File: src/rtl/selector_pkg.sv
// Shared select codes and default width for the seven-segment counter selector.
package selector_pkg;

  localparam logic [1:0] SEL_CNT1 = 2'b00;
  localparam logic [1:0] SEL_CNT2 = 2'b01;
  localparam logic [1:0] SEL_CNT3 = 2'b10;
  localparam logic [1:0] SEL_NONE = 2'b11;

  localparam int unsigned DEFAULT_WIDTH = 4;

endpackage

File: src/rtl/selector_sync_ff.sv
// Multi-flop synchronizer for asynchronous board inputs; all stages reset to zero.
module sync_ff #(
  parameter int unsigned WIDTH  = 2,
  parameter int unsigned STAGES = 2
) (
  input  logic             clk,
  input  logic             rst_n,
  input  logic [WIDTH-1:0] d,
  output logic [WIDTH-1:0] q
);

  logic [STAGES-1:0][WIDTH-1:0] stages_q;

  always_ff @(posedge clk or negedge rst_n) begin
    if (!rst_n) begin
      stages_q <= '0;
    end else begin
      stages_q <= {stages_q[STAGES-2:0], d};
    end
  end

  assign q = stages_q[STAGES-1];

endmodule

File: src/rtl/selector.sv
// Registered 3-to-1 counter selector driven by synchronized slide switches.
module selector
  import selector_pkg::*;
#(
  parameter int unsigned WIDTH       = DEFAULT_WIDTH,
  parameter int unsigned SYNC_STAGES = 2
) (
  input  logic             CLK,
  input  logic             RSTN,
  input  logic [1:0]       SW,
  input  logic [WIDTH-1:0] CNT1,
  input  logic [WIDTH-1:0] CNT2,
  input  logic [WIDTH-1:0] CNT3,
  output logic [WIDTH-1:0] CNT
);

  logic [1:0]       sw_s;
  logic [WIDTH-1:0] cnt_d;
  logic [WIDTH-1:0] cnt_q;

  sync_ff #(
    .WIDTH  (2),
    .STAGES (SYNC_STAGES)
  ) u_sw_sync (
    .clk   (CLK),
    .rst_n (RSTN),
    .d     (SW),
    .q     (sw_s)
  );

  // The reserved code blanks the display rather than holding the last value.
  always_comb begin
    cnt_d = '0;
    unique case (sw_s)
      SEL_CNT1: cnt_d = CNT1;
      SEL_CNT2: cnt_d = CNT2;
      SEL_CNT3: cnt_d = CNT3;
      SEL_NONE: cnt_d = '0;
    endcase
  end

  always_ff @(posedge CLK or negedge RSTN) begin
    if (!RSTN) begin
      cnt_q <= '0;
    end else begin
      cnt_q <= cnt_d;
    end
  end

  assign CNT = cnt_q;

endmodule

File: config.mk
export PLATFORM = sky130hd
export DESIGN_NAME = selector
export DESIGN_NICKNAME = d
export VERILOG_FILES = /design/src/rtl/selector_pkg.sv /design/src/rtl/selector_sync_ff.sv /design/src/rtl/selector.sv
export SDC_FILE = /design/constraint.sdc
export NUM_CORES = 1
export LEC_CHECK = 0
export CORE_AREA = 2 2 39 41
export DETAILED_ROUTE_END_ITERATION = 8
export DIE_AREA = 0 0 41 43
export GPL_ROUTABILITY_DRIVEN = 0
export PLACE_DENSITY = 0.56
export SYNTH_ARGS = -nofsm -noshare
export SYNTH_HDL_FRONTEND = slang
export SYNTH_SLANG_ARGS = --single-unit
File: constraint.sdc
create_clock -name CLK -period 1 [get_ports CLK]
set_input_delay 0.2 -clock CLK [delete_from_list [all_inputs] [get_ports CLK]]
set_output_delay 0.2 -clock CLK [all_outputs]
set_load 0.01 [all_outputs]
==> impl_metrics.ini <==
[sta]
worstMarginPinSlew_ns = 0.325
rsz0062_at_grt = no
fin_setup_tns_ns = 0
hold_viol = 0
finalMaxSlewViolations = 0
max_freq_mhz = 1080
final.period_utilization = 0.926
clock_skew_ns = 0.000453
finalCriticalPeriod_ns = 0.926
max_slew_margin = 0.783
final-setup-viol-count = 0
holdWs_ns = 0.223

[logic_synthesis]
synth_seq_cells = 8
seq_area_frac_synth = 0.667
synth.distinct_cells = 5
synth_top_area_cell = dfrtp_1
syn_area_per_cell_um2 = 16.7
synth_cells = 18
ys_warn_count = 0
synth_top_area_frac = 0.667
synth.area.top_cells = dfrtp_1 (67%), mux2i_1 (13%), o2bb2ai_1 (12%)
synthesis.area_um2 = 300
synth_fp_nets = 34

[worst_setup_path]
crit_chain = buf_2
critical_path_required_ns = 0.80
crit_slowest_cell = dfrtp_1
cp_top_family = flip-flops
worstSetupEndpointType = output pin
cp_data_arrival_time_ns = 0.73
cp-start-kind = flop
slowest_delay_ns = 0.35
path_class = flop to output pin
worst-path-buf-inv = 1
critPathMaxFanout = 1

[grt]
antenna_found_initial = 0
grt_pass1_vias = 225
grt.overflow.total = 0
grt_first_pass_wirelength_um = 828
grt_max_degree = 9
grt.total_usage = 0.0783

[power_and_ir_drop]
p_leak_nw = 0.223
p_per_area_nw_per_um2 = 1380
vdd_drop_max_mv = 0.885
power_mw = 0.693

[clock_tree]
holdBufCountCts = 0
post_cts_buffers = 0
numCtsBuffers = 3
cts_resized = 16
clkLatencyLatePin_ns = 0.24
clockRootBuffer = clkbuf_4
cts_tree = built
cts_buffer_depth = 2
clock_sinks = 8
clkTransAtPathRegs_ns = 0.05
htree_levels = 1

[die]
io_pins = 20
die_x_um = 41
initial_core_util = 0.217
die_h_um = 43
core_um2 = 1380
dieArea_um2 = 1760
core.rowCount = 14

[detailed_routing]
postRouteAntennaNets = 0
drt-pass1-iter-count = 1
vias = 219
post_drt_wl_per_cell_um = 10.3
drt_iter0_markers = 0
routed_wl_um = 565
drc = 0
via_per_inst = 3.98

[layout]
fill_cells = 132
n_antenna_cell = 0
area_delta_synth_final_pct = 67.5
fin_nets = 57
final_layout_size_suffix_gt1_frac = 0.231

[worst_hold_path]
min_path_type = primary input to asynchronous set/reset pin

[flow_run]
max-cap-violations = 0

[place]
io_buffer_count = 19

[outcome]
status = finished clean
-- metrics by stage --
step                cell area, um^2  cells  utilization  worst slack (ns)
CTS                             502     55        0.363            0.0219
floorplan                       300     18            -             0.196
global route                    503     55        0.363            0.0463
detailed placement              499     52        0.361           -0.0339
finish                          503     55        0.363            0.0735
global placement                499     52        0.361           -0.0252
-- sequential cells by signal (all words and copies together), names as in the netlist --
name                cells
CNT                     4
u_sw_sync.q             2
u_sw_sync.stages_q      2
-- cells in the mapped netlist --
library cell / n
nor2b_4: 1
o2bb2ai_1: 4
dfrtp_1: 8
buf_6: 1
mux2i_1: 4
-- layout by cell type (no fill, tap or decap) --
cell / count
buf_2: 4
clkdlybuf4s50_1: 15
dfrtp_1: 7
nor2b_4: 1
dfrtp_2: 1
mux2i_1: 4
clkbuf_4: 3
o2bb2ai_1: 4
-- final timing paths --
path / from / to / slack [ns] / cells past startpoint
setup / recovery: CNT[0] / CNT[0] / 0.07 / 1
hold / removal: RSTN / u_sw_sync.stages_q[0] / 0.22 / 1
setup reg to reg: u_sw_sync.q[0] / CNT[2] / 0.11 / 2
hold reg to reg: u_sw_sync.stages_q[1] / u_sw_sync.q[1] / 0.35 / 0
max in group asynchronous: RSTN / u_sw_sync.q[0] / 0.52 / 1
min in group CLK: u_sw_sync.stages_q[1] / u_sw_sync.q[1] / 0.35 / 0
-- report_power, final --
part | leakage (nW) | switching, mW | internal (mW)
Combinational | 0.114 | 0.0353 | 0.0764
Clock | 0.0138 | 0.0871 | 0.136
Sequential | 0.0954 | 0.0114 | 0.347
Total | 0.223 | 0.134 | 0.559
-- kinds of logic (layout without fill, tap and decap cells) --
logic type | after synthesis | after routing | share of synthesized area
flops | 8 | 8 | 0.667
compound gates | 4 | 4 | 0.117
mux | 4 | 4 | 0.133
simple gates | 1 | 1 | 0.0458
buf+inv | 1 | 22 | 0.0375
-- layer usage --
layer / vias up / share of wire / global-route usage / wire length, um
met2: 10 / 0.59 / 0.128 / 333
met3: 0 / 0.094 / 0.0785 / 53
li1: 109 / - / - / -
met4: 0 / 0 / 0.0200 / 0
met1: 100 / 0.32 / 0.0602 / 178
met5: - / 0 / 0 / 0
-- cell type report --
class                   instances  area (um^2)  share of cell area
flip-flops and latches          8          201               0.400
repair buffers                 19          170               0.338
multi-input cells               9         88.8               0.177
clock buffers                   3         22.5              0.0448
well taps                      16         20.0              0.0398
Note: power is estimated with default switching activity, not from simulation.
